--- src/rtl/boot_pkg.sv ---
// Shared types and constants for the boot loader: FSM states, default
// frame start byte and frame header length.
package boot_pkg;

    typedef enum logic [2:0] {
        IDLE,
        LEN0,
        LEN1,
        DATA,
        CSUM,
        DONE,
        ERROR
    } state_t;

    localparam logic [7:0]  MAGIC_DEFAULT = 8'hA5;
    localparam int unsigned HDR_LEN       = 3;

endpackage

--- src/rtl/boot_loader_if.sv ---
// Byte-stream input and program-memory load port of the boot loader.
// The master side feeds bytes; the slave side is the loader itself.
interface boot_loader_if #(
    parameter int unsigned ADDR_WIDTH = 10
);
    logic [7:0]            rx_data;
    logic                  rx_valid;
    logic                  mem_load;
    logic [ADDR_WIDTH-1:0] mem_addr;
    logic [31:0]           mem_wdata;
    logic                  cpu_rst;
    logic                  done;
    logic                  err;

    modport master (
        output rx_data, rx_valid,
        input  mem_load, mem_addr, mem_wdata, cpu_rst, done, err
    );

    modport slave (
        input  rx_data, rx_valid,
        output mem_load, mem_addr, mem_wdata, cpu_rst, done, err
    );
endinterface

--- src/rtl/boot_timeout.sv ---
// Inter-byte watchdog: counts enabled cycles since the last clear and
// flags expiry once the count reaches TIMEOUT_CYCLES-1.
module boot_timeout #(
    parameter int unsigned TIMEOUT_CYCLES = 1000000
) (
    input  logic clk,
    input  logic rst,
    input  logic clr_i,
    input  logic en_i,
    output logic expired_o
);
    localparam int unsigned CW = $clog2(TIMEOUT_CYCLES + 1);

    logic [CW-1:0] cnt_q, cnt_d;

    always_comb begin
        cnt_d = cnt_q;
        if (clr_i || !en_i) begin
            cnt_d = '0;
        end else if (!expired_o) begin
            cnt_d = cnt_q + CW'(1);
        end
    end

    always_ff @(posedge clk or posedge rst) begin
        if (rst) begin
            cnt_q <= '0;
        end else begin
            cnt_q <= cnt_d;
        end
    end

    assign expired_o = en_i && (cnt_q == CW'(TIMEOUT_CYCLES - 1));

endmodule

--- src/rtl/boot_loader.sv ---
// Frame-driven program loader: parses MAGIC/length/payload/checksum,
// writes little-endian words to program memory and gates the CPU reset.
module boot_loader
    import boot_pkg::*;
#(
    parameter int unsigned ADDR_WIDTH     = 10,
    parameter int unsigned TIMEOUT_CYCLES = 1000000,
    parameter logic [7:0]  MAGIC          = MAGIC_DEFAULT
) (
    input logic          clk,
    input logic          rst,
    boot_loader_if.slave bus
);
    state_t                state_q, state_d;
    logic [15:0]           len_q, len_d;
    logic [ADDR_WIDTH:0]   word_idx_q, word_idx_d;
    logic [1:0]            byte_idx_q, byte_idx_d;
    logic [31:0]           word_q, word_d;
    logic [7:0]            csum_q, csum_d;
    logic                  mem_load_q, mem_load_d;
    logic [ADDR_WIDTH-1:0] mem_addr_q, mem_addr_d;
    logic [31:0]           mem_wdata_q, mem_wdata_d;
    logic                  cpu_rst_q, cpu_rst_d;
    logic                  done_q, done_d;
    logic                  err_q, err_d;

    logic                  tmo_en, tmo_expired;
    logic [15:0]           n_words;

    boot_timeout #(
        .TIMEOUT_CYCLES(TIMEOUT_CYCLES)
    ) u_timeout (
        .clk      (clk),
        .rst      (rst),
        .clr_i    (bus.rx_valid),
        .en_i     (tmo_en),
        .expired_o(tmo_expired)
    );

    assign tmo_en  = (state_q == LEN0) || (state_q == LEN1) ||
                     (state_q == DATA) || (state_q == CSUM);
    assign n_words = {bus.rx_data, len_q[7:0]};

    always_comb begin
        state_d     = state_q;
        len_d       = len_q;
        word_idx_d  = word_idx_q;
        byte_idx_d  = byte_idx_q;
        word_d      = word_q;
        csum_d      = csum_q;
        mem_load_d  = 1'b0;
        mem_addr_d  = mem_addr_q;
        mem_wdata_d = mem_wdata_q;
        cpu_rst_d   = cpu_rst_q;
        done_d      = done_q;
        err_d       = err_q;

        unique case (state_q)
            IDLE, DONE: begin
                if (bus.rx_valid && bus.rx_data == MAGIC) begin
                    state_d   = LEN0;
                    cpu_rst_d = 1'b1;
                    done_d    = 1'b0;
                    err_d     = 1'b0;
                    csum_d    = '0;
                end
            end
            LEN0: begin
                if (bus.rx_valid) begin
                    len_d[7:0] = bus.rx_data;
                    state_d    = LEN1;
                end
            end
            LEN1: begin
                if (bus.rx_valid) begin
                    len_d = n_words;
                    if (n_words == 16'd0) begin
                        state_d = CSUM;
                    end else if (32'(n_words) > (32'd1 << ADDR_WIDTH)) begin
                        state_d = ERROR;
                    end else begin
                        state_d    = DATA;
                        word_idx_d = '0;
                        byte_idx_d = '0;
                    end
                end
            end
            DATA: begin
                if (bus.rx_valid) begin
                    // Bytes enter at the top and shift down, so byte 0 ends in bits 7:0.
                    word_d     = {bus.rx_data, word_q[31:8]};
                    csum_d     = csum_q ^ bus.rx_data;
                    byte_idx_d = byte_idx_q + 2'd1;
                    if (byte_idx_q == 2'd3) begin
                        mem_load_d  = 1'b1;
                        mem_addr_d  = word_idx_q[ADDR_WIDTH-1:0];
                        mem_wdata_d = word_d;
                        word_idx_d  = word_idx_q + 1'b1;
                        if (32'(word_idx_q) + 32'd1 == 32'(len_q)) begin
                            state_d = CSUM;
                        end
                    end
                end
            end
            CSUM: begin
                if (bus.rx_valid) begin
                    if (bus.rx_data == csum_q) begin
                        state_d   = DONE;
                        cpu_rst_d = 1'b0;
                        done_d    = 1'b1;
                    end else begin
                        state_d = ERROR;
                    end
                end
            end
            ERROR: begin
                state_d = IDLE;
            end
            default: begin
                state_d = IDLE;
            end
        endcase

        if (tmo_expired && !bus.rx_valid) begin
            state_d = ERROR;
        end
        // Every path into ERROR shares the same latched flag updates.
        if (state_d == ERROR && state_q != ERROR) begin
            err_d     = 1'b1;
            cpu_rst_d = 1'b1;
            done_d    = 1'b0;
        end
    end

    always_ff @(posedge clk or posedge rst) begin
        if (rst) begin
            state_q     <= IDLE;
            len_q       <= '0;
            word_idx_q  <= '0;
            byte_idx_q  <= '0;
            word_q      <= '0;
            csum_q      <= '0;
            mem_load_q  <= 1'b0;
            mem_addr_q  <= '0;
            mem_wdata_q <= '0;
            cpu_rst_q   <= 1'b1;
            done_q      <= 1'b0;
            err_q       <= 1'b0;
        end else begin
            state_q     <= state_d;
            len_q       <= len_d;
            word_idx_q  <= word_idx_d;
            byte_idx_q  <= byte_idx_d;
            word_q      <= word_d;
            csum_q      <= csum_d;
            mem_load_q  <= mem_load_d;
            mem_addr_q  <= mem_addr_d;
            mem_wdata_q <= mem_wdata_d;
            cpu_rst_q   <= cpu_rst_d;
            done_q      <= done_d;
            err_q       <= err_d;
        end
    end

    assign bus.mem_load  = mem_load_q;
    assign bus.mem_addr  = mem_addr_q;
    assign bus.mem_wdata = mem_wdata_q;
    assign bus.cpu_rst   = cpu_rst_q;
    assign bus.done      = done_q;
    assign bus.err       = err_q;

endmodule

--- src/flat_wrapper.sv ---
// flat-port wrapper written by rule: the top's interface ports become plain ports
module boot_loader_flat import boot_pkg::*;
#(
    parameter int unsigned ADDR_WIDTH     = 10,
    parameter int unsigned TIMEOUT_CYCLES = 1000000,
    parameter logic [7:0]  MAGIC          = MAGIC_DEFAULT
)
  (clk, rst, bus_rx_data, bus_rx_valid, bus_mem_load, bus_mem_addr, bus_mem_wdata, bus_cpu_rst, bus_done, bus_err);
  boot_loader_if #(.ADDR_WIDTH(ADDR_WIDTH)) bus_i ();
  input logic clk;
  input logic rst;
  input wire logic [$bits(bus_i.rx_data)-1:0] bus_rx_data;
  input wire logic [$bits(bus_i.rx_valid)-1:0] bus_rx_valid;
  output wire logic [$bits(bus_i.mem_load)-1:0] bus_mem_load;
  output wire logic [$bits(bus_i.mem_addr)-1:0] bus_mem_addr;
  output wire logic [$bits(bus_i.mem_wdata)-1:0] bus_mem_wdata;
  output wire logic [$bits(bus_i.cpu_rst)-1:0] bus_cpu_rst;
  output wire logic [$bits(bus_i.done)-1:0] bus_done;
  output wire logic [$bits(bus_i.err)-1:0] bus_err;
  assign bus_i.rx_data = bus_rx_data;
  assign bus_i.rx_valid = bus_rx_valid;
  assign bus_mem_load = bus_i.mem_load;
  assign bus_mem_addr = bus_i.mem_addr;
  assign bus_mem_wdata = bus_i.mem_wdata;
  assign bus_cpu_rst = bus_i.cpu_rst;
  assign bus_done = bus_i.done;
  assign bus_err = bus_i.err;
  boot_loader #(.ADDR_WIDTH(ADDR_WIDTH), .TIMEOUT_CYCLES(TIMEOUT_CYCLES), .MAGIC(MAGIC)) u_core (.clk(clk), .rst(rst), .bus(bus_i));
endmodule
--- config.mk ---
export PLATFORM = sky130hd
export DESIGN_NAME = boot_loader_flat
export DESIGN_NICKNAME = d
export VERILOG_FILES = /design/src/rtl/boot_pkg.sv /design/src/rtl/boot_loader_if.sv /design/src/rtl/boot_timeout.sv /design/src/rtl/boot_loader.sv /design/src/flat_wrapper.sv
export SDC_FILE = /design/constraint.sdc
export NUM_CORES = 1
export LEC_CHECK = 0
export CELL_PAD_IN_SITES_DETAIL_PLACEMENT = 0
export CELL_PAD_IN_SITES_GLOBAL_PLACEMENT = 1
export CORE_ASPECT_RATIO = 1.2
export CORE_UTILIZATION = 30
export CTS_BUF_LIST = sky130_fd_sc_hd__clkbuf_4
export CTS_CLUSTER_DIAMETER = 150
export CTS_CLUSTER_SIZE = 14
export DETAILED_ROUTE_END_ITERATION = 16
export PLACE_DENSITY_LB_ADDON = 0.1
export SLEW_MARGIN = 10
export SYNTH_ARGS = -nofsm -noshare
export SYNTH_HDL_FRONTEND = slang
export SYNTH_SLANG_ARGS = --single-unit
--- constraint.sdc ---
create_clock -name clk -period 3.9 [get_ports clk]
set_input_delay 0.78 -clock clk [delete_from_list [all_inputs] [get_ports clk]]
set_output_delay 0.78 -clock clk [all_outputs]
set_load 0.05 [all_outputs]
After elaboration in Yosys (flattened, before gate mapping)
Index checks and enable logic that the tools add are counted.
Widths: inputs -> output; s select.
{ "word_totals": {"reg_bits": 138, "input_bits": 11, "output_inout_bits": 46, "word_cells": 115} }
{ "classes": {"addsub": 4, "n_lt_le_gt_ge": 1, "eq_ne": 22, "mux": 45, "n_bitwise": 2, "reduce_logical": 27} }
{ "ops": {"columns": ["cell", "n"], "rows": [
  ["$mux 11", 5],
  ["$mux 20", 2],
  ["$eq 32x16->1", 1],
  ["$pmux 8 s2", 2],
  ["$mux 3", 10],
  ["$mux 8", 3],
  ["$pmux 11 s2", 1],
  ["$add 20x1->20 const B", 1],
  ["$eq 20x20->1 const B", 1],
  ["$gt 16x11->1 const B", 1],
  ["$logic_not 16->1", 1],
  ["$pmux 3 s5", 1],
  ["$mux 1", 13],
  ["$add 11x1->12 const B", 1],
  ["$ne 2x2->1 const B", 6],
  ["$add 11x1->11 const B", 1],
  ["$mux 2", 5],
  ["$eq 3x3->1 const B", 3],
  ["$ne 3x3->1 const B", 3],
  ["$reduce_and 3->1", 3],
  ["$eq 8x8->1", 1],
  ["$eq 8x8->1 const B", 1],
  ["$reduce_bool 2->1", 4],
  ["$xor 8x8->8", 1],
  ["other kinds (19)", 30]
]} }

Longest topological paths before layout
{ "logic_depth": {"word_depth": 11, "ltp_mapped": 9} }

Hierarchy
From an unflattened synthesis, not the netlist that was laid out.
{ "hier_totals": {"cells_unflattened": 589, "area_unflattened_um2": 6120.9} }
{ "modules_own_cells": {"columns": ["module", "n_inst", "cells_each", "area_each_um2", "seq_area_each_um2"], "rows": [
  ["boot_loader", 1, 474, 5054.8, 2753.9],
  ["boot_timeout", 1, 115, 1066.0, 500.5]
]} }

Worst setup path before layout
OpenSTA, ideal clock, no wires.
{ "synth_timing": {"path_type": "input to register", "start": "in bus_rx_data[0]", "end": "reg u_core.word_idx_q[6]", "setup_ns": 0.095, "arrival_time_ns": 2.522, "t_required_ns": 3.805, "setup_slack_ns": 1.283, "cell_stages": 8, "path_cell_list": "or4_1 nor4_2 mux2_2 mux2_2 nand2_1 buf_2 o21ai_0 o31ai_1"} }
{ "synth_via": {"elab_chain_len": 3} }
{ "synth_rtl": {"columns": ["item", "line_no", "rtl"], "rows": [
  ["from (decl)", "flat_wrapper.sv:12", "input wire logic [$bits(bus_i.rx_data)-1:0] bus_rx_data;"],
  ["$gt 16x11->1 or $logic_not 16->1 (tied branches)", "boot_loader.sv:79, boot_loader.sv:77", null],
  ["$ne 2x2->1 (no line)", null, null],
  ["$reduce_and 6->1 (no line) *", null, null],
  ["to (signal assigned)", "boot_loader.sv:152", "word_idx_q <= word_idx_d;"],
  ["to (decl)", "boot_loader.sv:16", "logic [ADDR_WIDTH:0] word_idx_q, word_idx_d;"]
]} }
Mark *: on every way between the ends. The rest lies on a longest branch, timed or not.
A chain may end at the register's enable or synchronous reset.

Final worst setup path
{ "layout_timing": {"start": "in bus_rx_data[0]", "end": "reg u_core.word_idx_q[4]"} }
The elaborated chain is that of the path after synthesis.

==> run_results.csv <==
group,metric,value,unit
synth,yosys_warnings,0,
placement,port_buffers,56,
detailed_routing,drt-initial-drc-count,272,
setup_path,r2r_setup_slack,1.09,ns
setup_path,critPathMaxFanout,12,
synth,yosysTopAreaCell,"dfrtp_1",
sta,tightest_slew,0.720,ns
sta,slew_headroom,52.0,%
synth,netlist_area,6070,µm²
sta,fmax,352,MHz
die,die_w,132,µm
detailed_routing,highest_layer,"met4",
setup_path,criticalPathCategory,"in -> reg",
global_route,grt.overflow.total,0,
pwr,leakage,3.32,nW
setup_path,worstPathArrival,3.27,ns
setup_path,start_kind,"input port",
detailed_routing,routed_wl,15.1,mm
setup_path,cp.required,4.33,ns
global_route,grt_pass1_vias,4758,
detailed_routing,drc_errors,0,
placement,place_area,6870,µm²
setup_path,cp-end-kind,"flop",
synth,synth.most_common_cell,"nand2_1",
die,fp.dieH,158,µm
sta,tns,0,ns
cells_and_area,area_growth_syn_to_layout,17.6,%
sta,hold_viol,0,
detailed_routing,num_vias,4702,
run,maxCapViolCount,0,
cells_and_area,nets,729,
global_route,grt_max_degree,72,
global_route,antenna_found_initial,1,
synth,synth_area_leaders,"dfrtp_1, nand2_1, o21ai_0, mux2_2, nor2_1",
die,start_util,30.8,%
synth,synth_cell_type_count,63,
synth,synth_common_cells,"nand2_1, dfrtp_1, nor2_1",
detailed_routing,ant_nets,0,
run_status,status,"completed",
sta,setup_violations,0,
pwr,power,0.00311,W
sta,drv_slew,0,
clock_network,ctsResizeCount,0,
pwr,ir_drop,0.194,mV
sta,period_minus_slack,2.84,ns
synth,syn_inst,659,
global_route,grtUsageTotal,15.8,%
sta,fin_skew,0.0157,ns
synth,synth_edf_count,0,
clock_network,cts_root_buf,"clkbuf_4",
clock_network,worstSkewPairLatency,0.53,ns
clock_network,cts.reportedPaths.clkPinSlew,0.10,ns
cells_and_area,fillers,2056,
die,dieArea,20800,µm²
detailed_routing,viasPerCell,4.75,
die,io_pins,57,
synth,yosysSeqAreaShare,53.7,%
clock_network,hold_buffers,0,
pwr,power_density,437,nW/µm²
detailed_routing,routedWlPerCell,15.3,µm
clock_network,post_cts.repair.setup_buffers,0,
sta,rsz0062_at_grt,"no",
global_route,grt_pass1_wl,25.4,mm
detailed_routing,wl_met3,410,µm
cells_and_area,fin_area,7130,µm²
synth,synth.top_cell.area_share,53.2,%
clock_network,numClockSinks,130,
synth,syn_nets,673,
sta,period_share,72.9,%
clock_network,htreeDepth,4,
detailed_routing,route.met2.wl,7.46,mm
cells_and_area,drive_gt1_share,10.5,%
clock_network,cts_buffer_depth,2,
placement,gp_congestion,0.766,
synth,synth-seq-cells,130,
detailed_routing,met1Wirelength,6.97,mm
hold_path,worstHoldPathType,"reg -> reg",
placement,dp_hpwl,10.3,mm
die,coreArea,19700,µm²
clock_network,cts_tree,"done",
synth,synthFlopType,"dfrtp_1",
die,row_count,56,
synth,syn_avg_cell_area,9.20,µm²
clock_network,cts_buffers,17,
synth,async_flop_share,100,%
detailed_routing,dr.pass1.iters,4,
[metal layers]
layer	vias up	GRT usage (%)
li1	2308	-
met1	2300	19.4
met2	81	27.0
met3	13	3.43
met4	0	6.53
met5	-	0
[report_power, final]
part / internal [W] / leakage (nW) / switching, W
combinational: 0.000261 / 1.40 / 0.000301
clock: 0.000372 / 0.140 / 0.000499
sequential: 0.00151 / 1.78 / 0.000168
[through the flow]
stage / hold WS (ns) / std cells / util (%) / setup WS, ns
finish: 0.476 / 989 / 36.2 / 1.06
global route: 0.510 / 989 / 36.2 / 0.850
CTS: 0.484 / 988 / 36.2 / 1.07
detailed placement: 0.454 / 957 / 34.9 / 0.521
global placement: 0.456 / 957 / 34.9 / 0.587
floorplan: 0.439 / 659 / - / 1.28
[path summary, 6_finish.rpt]
kind | start | to | cells past startpoint
worst max-delay path | bus_rx_data[0] | u_core.word_idx_q[4] | 8
worst min-delay path | u_core.word_q[8] | u_core.bus.mem_wdata[0] | 2
worst max register to register | u_core.word_idx_q[0] | u_core.state_q[2] | 7
worst min register to register | u_core.word_q[8] | u_core.bus.mem_wdata[0] | 2
max in group asynchronous | rst | u_core.bus.cpu_rst | 3
min in group asynchronous | rst | u_core.bus.mem_wdata[29] | 2
[area by class of cell]
type                       instances  area (µm²)  area share, %
antenna                            1        2.50         0.0351
clock buffer                      18         135           1.89
clock inverter                    13         120           1.68
inverter                          16        63.8          0.895
multi-input combinational        481        2560           35.9
sequential                       130        3250           45.6
tap                              261         327           4.58
timing repair buffer              69         671           9.40
[flip-flops by register name, indices dropped and copies added, names as in the netlist]
name and cells:
u_core.bus.done 1, u_core.csum_q 8, u_core.bus.mem_wdata 32, u_core.word_idx_q 11
u_core.bus.mem_load 1, u_core.bus.err 1, u_core.byte_idx_q 2, u_core.bus.cpu_rst 1
u_core.word_q 24, u_core.len_q 16, u_core.bus.mem_addr 10, u_core.u_timeout.cnt_q 20
u_core.state_q 3
[cells by family (layout without fill, tap and decap cells)]
logic type | count (synthesis) | count (layout) | synth area share (%)
other cells | 0 | 1 | 0
mux | 18 | 18 | 3.32
flops | 130 | 130 | 53.7
buf+inv | 48 | 116 | 4.21
compound gates | 88 | 88 | 8.58
xor+xnor | 33 | 33 | 4.76
fa+ha+maj | 3 | 3 | 0.619
simple gates | 339 | 339 | 24.9
[critical path, stage by stage]
cell             delay, ns
clkdlybuf4s50_1       0.41
or4_1                 0.57
nor4_2                0.24
mux2_2                0.41
mux2_2                0.26
nand2_1               0.34
o21ai_0               0.17
o31ai_1               0.09
[placed cells by master (no fill, tap or decap), types with 8 or more instances in the layout]
master / count
nand2_1: 209
xnor2_1: 17
nand4_1: 11
nand3_1: 17
clkbuf_4: 18
clkdlybuf4s50_1: 56
xor2_1: 16
nor2_1: 45
or3_1: 9
buf_4: 12
inv_1: 14
o21ai_1: 15
mux2_2: 17
o21ai_0: 39
dfrtp_1: 129
a21oi_1: 8
nor3_1: 8
Note: power is estimated with default switching activity, not from simulation.
